[src/rtl/key_encoder_8to3.sv]
`default_nettype none
// ============================================================================
// key_encoder_8to3 : synchronized, debounced 8-key priority encoder with
//                    press/release strobes and level status flags
// Revision 1.0
// ============================================================================
module key_encoder_8to3 #(
    parameter int DEBOUNCE_CYCLES = 20000,
    parameter int CNT_W           = 16
) (
    input  logic       clk,
    input  logic       rst_n,
    input  logic       KEY1,
    input  logic       KEY2,
    input  logic       KEY3,
    input  logic       KEY4,
    input  logic       KEY5,
    input  logic       KEY6,
    input  logic       KEY7,
    input  logic       KEY8,
    output logic [2:0] code,
    output logic       any_key,
    output logic       multi_key,
    output logic       key_valid,
    output logic       key_release
);

    localparam logic [CNT_W-1:0] C_CNT_MAX = CNT_W'(DEBOUNCE_CYCLES - 1);
    localparam logic [0:0]       S_IDLE    = 1'b0;
    localparam logic [0:0]       S_PRESSED = 1'b1;

    logic [7:0]       w_keys;
    logic [7:0]       r_sync1;
    logic [7:0]       r_sync2;
    logic [7:0]       r_cand;
    logic [CNT_W-1:0] r_cnt;
    logic [7:0]       r_stable;
    logic [0:0]       r_state;
    logic [2:0]       r_code;
    logic             r_any;
    logic             r_multi;
    logic             r_valid;
    logic             r_release;

    logic [2:0]       w_code;
    logic [3:0]       w_pop;
    logic             w_multi;
    logic             w_commit;

    assign w_keys = {KEY8, KEY7, KEY6, KEY5, KEY4, KEY3, KEY2, KEY1};

    // Lowest-numbered pressed key wins; scan from the top so bit 0 lands last.
    always_comb begin
        w_code = 3'd0;
        w_pop  = 4'd0;
        for (int i = 7; i >= 0; i--) begin
            if (r_cand[i]) begin
                w_code = 3'(i);
            end
            w_pop = w_pop + {3'd0, r_cand[i]};
        end
    end

    assign w_multi  = (w_pop >= 4'd2);
    assign w_commit = (r_sync2 == r_cand) && (r_cnt == C_CNT_MAX) && (r_cand != r_stable);

    always_ff @(posedge clk or negedge rst_n) begin
        if (!rst_n) begin
            r_sync1   <= '0;
            r_sync2   <= '0;
            r_cand    <= '0;
            r_cnt     <= '0;
            r_stable  <= '0;
            r_state   <= S_IDLE;
            r_code    <= '0;
            r_any     <= 1'b0;
            r_multi   <= 1'b0;
            r_valid   <= 1'b0;
            r_release <= 1'b0;
        end else begin
            r_sync1   <= w_keys;
            r_sync2   <= r_sync1;
            r_valid   <= 1'b0;
            r_release <= 1'b0;

            if (r_sync2 != r_cand) begin
                r_cand <= r_sync2;
                r_cnt  <= '0;
            end else if (r_cnt < C_CNT_MAX) begin
                r_cnt <= r_cnt + CNT_W'(1);
            end

            if (w_commit) begin
                r_stable <= r_cand;
                case (r_state)
                    S_IDLE: begin
                        r_state <= S_PRESSED;
                        r_valid <= 1'b1;
                        r_code  <= w_code;
                        r_any   <= 1'b1;
                        r_multi <= w_multi;
                    end
                    default: begin
                        if (r_cand == 8'd0) begin
                            r_state   <= S_IDLE;
                            r_release <= 1'b1;
                            r_any     <= 1'b0;
                            r_multi   <= 1'b0;
                        end else begin
                            // Only a change of the winning key counts as a new press.
                            if (w_code != r_code) begin
                                r_valid <= 1'b1;
                                r_code  <= w_code;
                            end
                            r_multi <= w_multi;
                        end
                    end
                endcase
            end
        end
    end

    assign code        = r_code;
    assign any_key     = r_any;
    assign multi_key   = r_multi;
    assign key_valid   = r_valid;
    assign key_release = r_release;

endmodule
`default_nettype wire

[config.mk]
export PLATFORM = sky130hd
export DESIGN_NAME = key_encoder_8to3
export DESIGN_NICKNAME = d
export VERILOG_FILES = /design/src/rtl/key_encoder_8to3.sv
export SDC_FILE = /design/constraint.sdc
export NUM_CORES = 1
export LEC_CHECK = 0
export ABC_CLOCK_PERIOD_IN_PS = 7100
export BUFFER_PORTS_ARGS = -buffer_cell sky130_fd_sc_hd__clkbuf_2
export CAP_MARGIN = 20
export CELL_PAD_IN_SITES_DETAIL_PLACEMENT = 1
export CELL_PAD_IN_SITES_GLOBAL_PLACEMENT = 1
export CORE_AREA = 2 2 76 78
export CTS_CLUSTER_DIAMETER = 50
export CTS_CLUSTER_SIZE = 12
export DETAILED_ROUTE_END_ITERATION = 7
export DIE_AREA = 0 0 78 80
export PLACE_DENSITY_LB_ADDON = 0.1
export SLEW_MARGIN = 10
export SYNTH_ARGS = -nofsm -noshare
export SYNTH_HDL_FRONTEND = slang
export SYNTH_SLANG_ARGS = --single-unit
[constraint.sdc]
create_clock -name clk -period 7.1 [get_ports clk]
set_input_delay 1.065 -clock clk [delete_from_list [all_inputs] [get_ports clk]]
set_output_delay 1.065 -clock clk [all_outputs]
set_load 0.005 [all_outputs]
### Word-level counts from Yosys, hierarchy flattened

Index checks and enable logic that the tools add are counted.

* $add $sub $neg: 8
* magnitude comparators: 2
* equality and inequality tests: 8
* muxes and demuxes: 26
* reduce and logical (&&, ||, !) cells: 6

Operators by type and width (count)
* $mux W3: 11
* $mux W16: 2
* $add A16 B1 Y16 const B: 1
* $add A4 B1 Y4: 4
* $eq A16 B15 Y1 const B: 1
* $lt A16 B15 Y1 const B: 1
* $ne A8 B8 Y1: 2
* $mux W1: 13
* $eq A8 B8 Y1: 1
* $logic_not A8 Y1: 1
* $add A3 B1 Y4: 1
* $ge A4 B2 Y1 const B: 1
* $ne A2 B1 Y1 const B: 2
* $add A2 B1 Y3: 1
* $ne A3 B3 Y1: 1
* $reduce_and A3 Y1: 1
* $add A1 B1 Y2: 1
* $logic_and A1 B1 Y1: 2
* $ne A2 B2 Y1 const B: 1
* $reduce_and A2 Y1: 1
* $reduce_bool A2 Y1: 1

* register bits after elaboration: 56
* input bits: 10
* output and inout bits: 7
* logic and storage cells: 61

### Logic depth before layout (Yosys ltp)

Gate-level depths: netlist (run 1).

* depth in word-level cells: 13
* depth in mapped cells: 13
* gate-level depth less buffers: 12

### Worst setup path before layout (run 1)

Ideal clock, no wire load.

* kind: register to register
* start: register r_cand[0]
* end: register r_multi, in the netlist multi_key
* setup time: 125 ps
* data arrival time: 3169 ps
* data required time: 6975 ps
* slack: 3807 ps
* stages on the path, launching flop included: 14
* path buffers: 1
* period minus slack after synthesis: 3293 ps
* cell sequence: dfrtp_1 buf_6 inv_1 fa_1 fa_1 fa_1 inv_1 ha_1 inv_1 fa_1 a211oi_1 mux2_2 a21oi_1 mux2_2

* longest elaborated chain between the ends: 4
* elaborated cells between the ends (all ways): 9
* classes of those cells: add/sub: 1; order compare: 1; eq/ne: 2; mux: 2; reduce/logical: 3

Ends and longest elaborated chain
* from (decl): RTL line 35 `logic [7:0] r_cand;`
* from (signal assigned): RTL line 87 `r_cand <= r_sync2;`
* $add A4 B1 Y4: RTL line 60 `w_pop = w_pop + {3'd0, r_cand[i]};`
* $ge A4 B2 Y1: RTL line 64 `assign w_multi = (w_pop >= 4'd2);`
* $mux W1: RTL line 104 `if (r_cand == 8'd0) begin`
* $mux W1: RTL line 95 `case (r_state)`
* to (signal assigned): RTL line 101 `r_multi <= w_multi;`
* to (signal assigned): RTL line 115 `r_multi <= w_multi;`
* to (decl): RTL line 41 `logic r_multi;`

Parallel ways exist; a longest one is shown, timed or not.
A chain may end at the register's enable or synchronous reset.

### Final worst setup path (run 1)

Same ends and word-level chain as after synthesis.

==> metrics.md, run 1 <==
| Metric | Value |
|---|---|
| Post-CTS Setup Inserts | `0` |
| Top post-synthesis cells by count | `56 x dfrtp_1, 20 x nor2_1, 20 x xnor2_1, 17 x inv_1, 11 x mux2_2` |
| EDFF count, synth | `0` |
| Vias in the first global route | `1712` |
| WL final | `4851 µm` |
| Antenna violation net count after detailed routing | `0` |
| Min-Delay Path Class | `flip-flop to flip-flop` |
| Core Footprint | `0.005405 mm²` |
| Final layout net count | `251` |
| Mapped Cells | `222` |
| Die area | `0.006240 mm²` |
| Fmax | `0.2694 GHz` |
| Via count | `1610` |
| Arrival time worst endpoint | `3.92 ns` |
| RSZ-0062 raised after global routing | `no` |
| Area Growth Syn to Fin | `7.740%` |
| Final setup fails | `0` |
| Critical path required time | `7.31 ns` |
| Async SR Flop Fraction | `1.000` |
| Startpoint Class | `flip-flop` |
| Synth Area in Adders | `0.05413` |
| HPWL Detailed | `3579 µm` |
| Largest family of logic cells by synthesized area | `simple AND/OR/NAND/NOR gates` |
| Antenna cell count | `0` |
| DRC Markers | `0` |
| Longest Clk Path Bufs | `2` |
| 1st-pass router iterations | `4` |
| First-pass GRT wire length | `8321 µm` |
| Filler instances | `605` |
| Via/cell ratio | `5.279` |
| Final Critical Period | `3.712 ns` |
| Fin. Hold Viols | `0` |
| Cell area after synthesis | `0.002635 mm²` |
| IO Count | `17` |
| Setup TNS | `0 ns` |
| Reg clk slew, reported paths | `0.11 ns` |
| Final Cycle Share | `0.5229` |
| Initial antenna violation count | `0` |
| CTS tree | `done` |
| Resize count post-CTS | `0` |
| Synthesized Nets | `241` |
| Drt wl/cell | `15.90 µm` |
| Die X | `78 µm` |
| Top post-synthesis cells by area | `dfrtp_1 53%, xnor2_1 6.6%, mux2_2 4.7%, fa_1 3.0%, xor2_1 3.0%` |
| Total GRT Usage | `0.1740` |
| Peak VDD IR | `123.2 µV` |
| Worst clock skew | `0.007175 ns` |
| Kind of critical path | `flip-flop to flip-flop` |
| Yosys top cell by area | `dfrtp_1` |
| XOR/XNOR Fraction of Synth Area | `0.1087` |
| Post-DP Area | `0.002741 mm²` |
| Number of clock sinks | `56` |
| Mux share of post-synthesis cell area | `0.05935` |
| Max-Cap Viols | `0` |
| Grt ovf | `0` |
| Pin count of the biggest net entering global routing | `57` |
| Average size of a mapped cell | `11.87 µm²` |
| Placer Congestion | `0.7532` |
| Initial Util | `0.4875` |
| Post-synthesis sequential area ratio | `0.5318` |
| H-tree Lvls | `2` |
| Share of the synthesized area in the top cell type | `0.5318` |
| Layout cell share with drive strength beyond 1 | `0.1888` |
| Worst-margin pin slew | `1.017 ns` |
| Relative slew slack | `0.3195` |
| Worst skew pair latency | `0.31 ns` |
| Post-Layout Inst Area | `0.002839 mm²` |
| Crit Path Max Fanout | `8` |
| Overall power | `568.9 µW` |
| Chip height | `80 µm` |
| Number of buffers created by CTS | `5` |
| Yosys warns | `0` |
| Post-layout util | `0.5252` |
| Max-slew violation count | `0` |
| CTS Hold Bufs | `0` |
| Ys flop type | `dfrtp_1` |
| Simple-Gate Fraction of Synth Area | `0.1576` |
| Count leader, synth | `dfrtp_1` |
| Leakage | `1.270 nW` |
| CTS root buf | `clkbuf_8` |
| Outcome | `finished, final reports clean` |
| Pwr Density | `200.4 mW/mm²` |
| Unique masters post-synth | `39` |
| 1st-iter DRT viols | `59` |
| Row count | `27` |
| Buffers added on ports | `16` |
| Crit path capture type | `flip-flop` |
| FF+latch count, synth | `56` |
| Synth Area in Compound Gates | `0.03704` |
==> worst max-delay path, stage by stage (launching register included) <==
cell	delay, ns
dfrtp_1	0.54
inv_1	0.15
fa_1	0.57
fa_1	0.43
fa_1	0.44
inv_1	0.07
ha_1	0.16
inv_1	0.06
fa_1	0.39
a211oi_1	0.27
mux2_2	0.20
a21oi_1	0.06
mux2_2	0.25
==> per-stage QoR <==
step / worst slack (ns) / hold slack [ns] / std cells
CTS: 3.390 / 0.3622 / 305
global placement: 3.651 / 0.3311 / 297
finish: 3.388 / 0.3585 / 305
floorplan: 3.807 / 0.3312 / 222
global route: 3.184 / 0.3670 / 305
detailed placement: 3.396 / 0.3363 / 297
==> flip-flops by register name, summed over array words and instances, names as in the netlist <==
name         count
r_cand           8
code             3
r_sync1          8
r_cnt           16
r_state          1
r_stable         8
key_valid        1
any_key          1
r_sync2          8
key_release      1
multi_key        1
==> layer usage <==
layer  part of all wire  track usage  up-vias
met5                  0            0        -
met4              0.013      0.05789        0
met3              0.020      0.03054        7
met2               0.52       0.3060       17
met1               0.45       0.2180      830
li1                   -            -      756
==> power breakdown <==
group / internal [mW] / total [mW] / switching, mW
clock: 0.0747 / 0.185 / 0.111
combinational: 0.0206 / 0.0498 / 0.0291
sequential: 0.326 / 0.334 / 0.00800
==> area by class of cell <==
class / instances / area (µm²) / share of cell area
inverter: 17 / 63.81 / 0.02248
clock inverter: 3 / 28.78 / 0.01014
tap: 72 / 90.09 / 0.03173
clock buffer: 5 / 68.82 / 0.02424
multi-input combinational: 135 / 1099 / 0.3870
timing repair buffer: 17 / 87.58 / 0.03085
sequential: 56 / 1401 / 0.4936
==> cells in the final DEF (no fill, tap or decap), types with 2 or more instances in the layout <==
cell,synthesis,final
nor3_1,6,6
a21oi_1,6,6
nand3_1,3,3
clkbuf_2,0,16
clkbuf_8,0,5
mux2_2,11,11
nand2_1,6,6
xor2_1,9,9
fa_1,4,4
a211oi_1,2,2
nor4b_1,4,4
nor2_1,20,20
mux2_1,2,2
nor3b_1,5,5
xor2_2,2,2
nor4_4,2,2
xnor2_1,20,20
dfrtp_1,56,56
o211ai_1,2,2
inv_6,0,2
nor4_1,4,4
inv_1,17,17
and3_1,2,2
nand4_1,6,6
ha_1,5,5
==> cells by family after synthesis <==
kind of cell,after synthesis
AND/OR/NAND/NOR,66
adder cells (fa/ha/maj),9
flip-flops,56
multiplexers,14
XOR/XNOR,31
buffers and inverters,31
AO/OA/AOI/OAI,15
==> worst paths after layout <==
kind / slack [ns] / startpoint / endpoint / cells past startpoint
max reg2reg: 3.39 / r_cand[0]$_DFFE_PN0N_ / multi_key$_DFFE_PN0P_ / 12
max in group asynchronous: 5.78 / rst_n / r_sync1[3]$_DFF_PN0_ / 2
min in group asynchronous: 0.87 / rst_n / r_cnt[11]$_DFFE_PN0P_ / 2
min: 0.36 / r_sync1[6]$_DFF_PN0_ / r_sync2[6]$_DFF_PN0_ / 0
max: 3.39 / r_cand[0]$_DFFE_PN0N_ / multi_key$_DFFE_PN0P_ / 12
min reg2reg: 0.36 / r_sync1[6]$_DFF_PN0_ / r_sync2[6]$_DFF_PN0_ / 0
Note: power is estimated with default switching activity, not from simulation.
==> run 2, diff against run 1 <==
--- a/config.mk
+++ b/config.mk
@@ -5,16 +5,16 @@
 export SDC_FILE = /design/constraint.sdc
 export NUM_CORES = 1
 export LEC_CHECK = 0
-export ABC_CLOCK_PERIOD_IN_PS = 7100
+export ABC_CLOCK_PERIOD_IN_PS = 3400
 export BUFFER_PORTS_ARGS = -buffer_cell sky130_fd_sc_hd__clkbuf_2
 export CAP_MARGIN = 20
 export CELL_PAD_IN_SITES_DETAIL_PLACEMENT = 1
 export CELL_PAD_IN_SITES_GLOBAL_PLACEMENT = 1
-export CORE_AREA = 2 2 76 78
+export CORE_AREA = 2 2 81 83
 export CTS_CLUSTER_DIAMETER = 50
 export CTS_CLUSTER_SIZE = 12
 export DETAILED_ROUTE_END_ITERATION = 7
-export DIE_AREA = 0 0 78 80
+export DIE_AREA = 0 0 83 85
 export PLACE_DENSITY_LB_ADDON = 0.1
 export SLEW_MARGIN = 10
 export SYNTH_ARGS = -nofsm -noshare
==> constraint.sdc (replaced) <==
create_clock -name clk -period 3.4 [get_ports clk]
set_input_delay 0.51 -clock clk [delete_from_list [all_inputs] [get_ports clk]]
set_output_delay 0.51 -clock clk [all_outputs]
set_load 0.005 [all_outputs]
==> run 2 against run 1 <==
Net effect: worst setup slack got worse by 3.3 ns; register-to-register slack worse by 3.3 ns; combinational power grew to 2.6 times the previous value; final cell count increased by 3.3%; non-clock buffer count increased by 5; clock power increased by 110%; maximum frequency increased by 12%; sequential share of layout area down 1.0 points; global-route usage shrank 0.96 points; via count grew 1.4%; largest cell class unchanged.
==> metrics.md, run 2 (synthesized netlist as in run 1, its figures left out) <==
| Metric | Value |
|---|---|
| Outcome | `finished, final reports clean` |
| Final setup fails | `0` |
| Worst skew pair latency | `0.31 ns` |
| Layout cell share with drive strength beyond 1 | `0.2395` |
| Pin count of the biggest net entering global routing | `40` |
| Initial antenna violation count | `0` |
| Placer Congestion | `0.7433` |
| Critical path required time | `3.61 ns` |
| Total GRT Usage | `0.1644` |
| Crit path capture type | `flip-flop` |
| 1st-iter DRT viols | `48` |
| Vias in the first global route | `1911` |
| Reg clk slew, reported paths | `0.11 ns` |
| Antenna cell count | `0` |
| CTS Hold Bufs | `0` |
| WL final | `5122 µm` |
| 1st-pass router iterations | `4` |
| Peak VDD IR | `170.4 µV` |
| Final Cycle Share | `0.9738` |
| Chip height | `85 µm` |
| Worst-margin pin slew | `0.5982 ns` |
| Pwr Density | `417.6 mW/mm²` |
| Buffers added on ports | `16` |
| Commonest cells after routing, fill and taps aside | `56 x dfrtp_1, 20 x nor2_1, 20 x xnor2_1, 16 x clkbuf_2, 13 x inv_1` |
| Final Critical Period | `3.311 ns` |
| Reg2reg setup slack | `0.09 ns` |
| IO Count | `17` |
| Crit path setup slack, layout | `0.08908 ns` |
| HPWL Detailed | `3977 µm` |
| Hold WS | `0.1284 ns` |
| Max-Cap Viols | `0` |
| Leakage | `1.295 nW` |
| Number of clock sinks | `56` |
| Startpoint Class | `flip-flop` |
| Area Growth Syn to Fin | `10.07%` |
| DRC Markers | `0` |
| Die X | `83 µm` |
| Die area | `0.007055 mm²` |
| Number of buffers created by CTS | `5` |
| Drt wl/cell | `16.26 µm` |
| Worst clock skew | `0.006484 ns` |
| Antenna violation net count after detailed routing | `0` |
| Fmax | `0.3020 GHz` |
| Final layout net count | `256` |
| Via count | `1632` |
| Post-layout util | `0.4674` |
| Longest Clk Path Bufs | `2` |
| Placed cell count | `306` |
| Max reg flops | `16` |
| Most common cell after layout, fill and taps aside | `dfrtp_1` |
| Reg2Reg Launch Point | `r_cand[3]$_DFFE_PN0N_` |
| Core Footprint | `0.006205 mm²` |
| Non-Filler Instances | `315` |
| R2R depth | `12` |
| Row count | `29` |
| FF-to-FF End | `multi_key$_DFFE_PN0P_` |
| Kind of critical path | `flip-flop to flip-flop` |
| CTS root buf | `clkbuf_8` |
| Grt ovf | `0` |
| RSZ-0062 raised after global routing | `yes` |
| CTS tree | `done` |
| Top reg by flops | `r_cnt` |
| Min-Delay Path Class | `input port to async pin` |
| First-pass GRT wire length | `9142 µm` |
| Max-slew violation count | `0` |
| Crit Path Max Fanout | `2` |
| Worst slack at placement | `-0.04955 ns` |
| Fin. Hold Viols | `0` |
| Arrival time worst endpoint | `3.52 ns` |
| Initial Util | `0.4247` |
| H-tree Lvls | `2` |
| Filler instances | `675` |
| Via/cell ratio | `5.181` |
| Relative slew slack | `0.5956` |
[run 2: through the flow]
| step | power, mW | area [µm²] | TNS (ns) |
|---|---|---|---|
| floorplan | 0.7776 | 2635 | 0 |
| global route | 1.276 | 2900 | -0.02566 |
| detailed placement | 0.8210 | 2778 | -0.04955 |
| finish | 1.211 | 2900 | 0 |
| global placement | 0.8059 | 2778 | 0 |
| CTS | 1.227 | 2897 | 0 |
[run 2: worst max path at each step]
stage                          startpoint               endpoint  slack (ns)
global placement    r_cand[0]$_DFFE_PN0N_  multi_key$_DFFE_PN0P_        0.19
CTS                 r_cand[3]$_DFFE_PN0N_  multi_key$_DFFE_PN0P_        0.02
floorplan           r_cand[0]$_DFFE_PN0N_  multi_key$_DFFE_PN0P_        0.11
global route        r_cand[3]$_DFFE_PN0N_  multi_key$_DFFE_PN0P_       -0.03
detailed placement  r_cand[0]$_DFFE_PN0N_  multi_key$_DFFE_PN0P_       -0.05
finish              r_cand[3]$_DFFE_PN0N_  multi_key$_DFFE_PN0P_        0.09
[run 2: layer usage]
layer | vias to the layer above | wire [µm] | GRT usage
li1 | 768 | - | -
met1 | 832 | 2192 | 0.1956
met2 | 23 | 2707 | 0.2947
met3 | 9 | 141 | 0.03696
met5 | - | 0 | 0
met4 | 0 | 81 | 0.05663
[run 2: worst max-delay path, cell delays in order, from the launching register on]
cell and delay, ns:
dfrtp_1 0.39, inv_2 0.05, fa_1 0.55, fa_1 0.46, fa_1 0.47, inv_1 0.08
ha_2 0.18, inv_2 0.04, fa_2 0.34, a211oi_2 0.16, mux2_4 0.18, a21oi_2 0.05
mux2_2 0.26
[run 2: power by group]
| part | total (mW) | switching [mW] | leakage [nW] | internal [mW] |
|---|---|---|---|---|
| logic | 0.129 | 0.0716 | 0.517 | 0.0576 |
| clock network | 0.388 | 0.232 | 0.0511 | 0.156 |
| registers | 0.694 | 0.0139 | 0.727 | 0.680 |
| total | 1.21 | 0.318 | 1.30 | 0.894 |
[run 2: final cells by class]
| cell class | instances | area (µm²) | area share |
|---|---|---|---|
| inverters | 17 | 63.81 | 0.02200 |
| clock buffers | 5 | 68.82 | 0.02373 |
| well taps | 77 | 96.34 | 0.03322 |
| clock inverters | 3 | 28.78 | 0.009922 |
| multi-input cells | 135 | 1116 | 0.3848 |
| flip-flops and latches | 56 | 1401 | 0.4832 |
| repair buffers | 22 | 125.1 | 0.04314 |
[run 2: timing repair]
action	4_1_cts	5_1_grt
buffers inserted	1	0
gates resized for setup	6	3
pin swaps	2	3
setup endpoints to repair	1	1
==> run 3, diff against run 2 <==
--- a/config.mk
+++ b/config.mk
@@ -7,7 +7,7 @@
 export LEC_CHECK = 0
 export ABC_CLOCK_PERIOD_IN_PS = 3400
 export BUFFER_PORTS_ARGS = -buffer_cell sky130_fd_sc_hd__clkbuf_2
-export CAP_MARGIN = 20
+export CAP_MARGIN = 15
 export CELL_PAD_IN_SITES_DETAIL_PLACEMENT = 1
 export CELL_PAD_IN_SITES_GLOBAL_PLACEMENT = 1
 export CORE_AREA = 2 2 81 83
==> constraint.sdc (replaced) <==
create_clock -name clk -period 3.4 [get_ports clk]
set_input_delay 0.17 -clock clk [delete_from_list [all_inputs] [get_ports clk]]
set_output_delay 0.17 -clock clk [all_outputs]
set_load 0.02 [all_outputs]
==> run 3 against run 2 <==
Net effect: non-clock buffer count increased by 9; clock power increased by 2%; critical path depth unchanged; first-iteration DRC count increased by 56%; register-to-register slack improved by 0.07 ns; global-route usage increased by 0.094 points; routed wire length increased by 0.78%; via count increased by 0.74%; worst setup slack improved by 0.071 ns; worst hold slack improved by 0.23 ns.
==> metrics.md, run 3 (synthesized netlist as in run 1, its figures left out) <==
| Metric | Value |
|---|---|
| Min-Delay Path Class | `flip-flop to flip-flop` |
| 1st-pass router iterations | `4` |
| Initial antenna violation count | `0` |
| IO Count | `17` |
| Antenna cell count | `0` |
| Crit path capture type | `flip-flop` |
| Grt ovf | `0` |
| Kind of critical path | `flip-flop to flip-flop` |
| Initial Util | `0.4247` |
| Non-Filler Instances | `324` |
| Vias in the first global route | `1936` |
| Clock power share | `0.325` |
| CTS root buf | `clkbuf_8` |
| Chip height | `85 µm` |
| Multi-input gate area | `0.001112 mm²` |
| Crit Path Max Fanout | `3` |
| Comb power frac | `0.104` |
| Layout cell share with drive strength beyond 1 | `0.2105` |
| Core Footprint | `0.006205 mm²` |
| Post-layout util | `0.4813` |
| Via/cell ratio | `5.074` |
| Outcome | `finished, final reports clean` |
| Placed cell count | `307` |
| Antenna violation net count after detailed routing | `0` |
| Filler instances | `650` |
| Setup TNS | `0 ns` |
| Pin count of the biggest net entering global routing | `30` |
| Post-Layout Inst Area | `0.002987 mm²` |
| Placer Congestion | `0.7496` |
| Most common cell after layout, fill and taps aside | `dfrtp_1` |
| Buffers added on ports | `16` |
| HPWL Detailed | `3837 µm` |
| Number of buffers created by CTS | `5` |
| Sw Ratio | `0.2631` |
| Commonest cells after routing, fill and taps aside | `56 x dfrtp_1, 20 x nor2_1, 20 x xnor2_1, 17 x inv_1, 16 x clkbuf_2` |
| Via count | `1644` |
| Fmax | `0.3086 GHz` |
| Leakage | `1.335 nW` |
| Post-DP Area | `0.002785 mm²` |
| Drt wl/cell | `15.93 µm` |
| Reg clk slew, reported paths | `0.11 ns` |
| Die X | `83 µm` |
| Area Growth Syn to Fin | `13.34%` |
| Startpoint Class | `flip-flop` |
| Number of clock sinks | `56` |
| Pwr Density | `406.4 mW/mm²` |
| Arrival time worst endpoint | `3.45 ns` |
| Total GRT Usage | `0.1653` |
| Worst clock skew | `0.006458 ns` |
| Die area | `0.007055 mm²` |
| Overall power | `1.214 mW` |
| Fin. Hold Viols | `0` |
| Sequential share of power | `0.571` |
| Reg area | `0.001401 mm²` |
| Top reg by flops | `r_cnt` |
| WL final | `5162 µm` |
| Longest Clk Path Bufs | `2` |
| DRC Markers | `0` |
| P_sw | `319.3 µW` |
| First-pass GRT wire length | `9294 µm` |
| Max-Cap Viols | `0` |
| Worst skew pair latency | `0.32 ns` |
| Peak VDD IR | `221.0 µV` |
| Final Critical Period | `3.240 ns` |
| Final setup fails | `0` |
| Max reg flops | `16` |
| Final Cycle Share | `0.9530` |
| Critical path required time | `3.61 ns` |
| Row count | `29` |
| RSZ-0062 raised after global routing | `no` |
| Worst-margin pin slew | `0.7203 ns` |
| 1st-iter DRT viols | `75` |
| Post-CTS Setup Inserts | `0` |
| Relative slew slack | `0.5198` |
| Internal Power | `894.5 µW` |
| Final layout net count | `265` |
| Max-slew violation count | `0` |
| CTS tree | `done` |
| H-tree Lvls | `2` |
==> run 3: cell count changes in the layout (fill, tap and decap cells not counted) <==
| cell | delta |
|---|---|
| a21oi_1 | +1 |
| a21oi_2 | -1 |
| dlygate4sd3_1 | +9 |
| inv_1 | +4 |
| inv_2 | -4 |
==> run 3: final cells by class <==
| class | instances | share of cell area |
|---|---|---|
| Inverter | 17 | 0.02137 |
| Sequential cell | 56 | 0.4692 |
| Tap cell | 77 | 0.03226 |
| Clock buffer | 5 | 0.02304 |
| Multi-Input combinational cell | 135 | 0.3724 |
| Clock inverter | 3 | 0.009636 |
| Timing Repair Buffer | 31 | 0.07206 |
==> run 3: layer usage <==
| layer | part of all wire | global-route usage |
|---|---|---|
| met3 | 0.020 | 0.03210 |
| met1 | 0.46 | 0.2067 |
| met2 | 0.51 | 0.2969 |
| met4 | 0.011 | 0.04024 |
| met5 | 0 | 0 |
==> run 3: final timing paths <==
kind                                        from                    end  slack [ns]  depth (start not counted)
max                        r_cand[0]$_DFFE_PN0N_  multi_key$_DFFE_PN0P_        0.16                         12
max in group asynchronous                  rst_n  r_cand[0]$_DFFE_PN0N_        2.15                          3
min in group asynchronous                  rst_n   r_cnt[0]$_DFFE_PN0P_        0.43                          2
min reg2reg                 r_sync1[2]$_DFF_PN0_   r_sync2[2]$_DFF_PN0_        0.36                          0
min                         r_sync1[2]$_DFF_PN0_   r_sync2[2]$_DFF_PN0_        0.36                          0
max reg2reg                r_cand[0]$_DFFE_PN0N_  multi_key$_DFFE_PN0P_        0.16                         12
==> run 3: power groups by stage <==
stage                     Combinational (mW)  Sequential, mW  Clock [mW]
after global placement                 0.103           0.705           0
after floorplan                       0.0752           0.702           0
final                                  0.126           0.693       0.395
after CTS                              0.121           0.693       0.407
after detailed placement               0.112           0.706           0
after global routing                   0.146           0.695       0.440
==> run 3: critical path: stages (launching register included) <==
cell	delay, ns
dfrtp_1	0.36
inv_1	0.08
fa_1	0.56
fa_1	0.42
fa_1	0.45
inv_1	0.07
ha_2	0.18
inv_1	0.05
fa_2	0.34
a211oi_2	0.15
mux2_4	0.17
a21oi_1	0.05
mux2_2	0.25
==> run 3: per-stage QoR <==
step	setup slack, ns	hold WS, ns
detailed placement	0.02005	0.2582
finish	0.1598	0.3619
floorplan	0.1066	-0.1256
global route	0.005829	0.3754
global placement	0.1823	0.2443
CTS	0.01000	0.3653
==> run 3: timing repair <==
action,CTS,global route
hold endpoints to repair,35,0
setup endpoints to repair,0,1
resized for setup,0,4
hold buffers,9,0
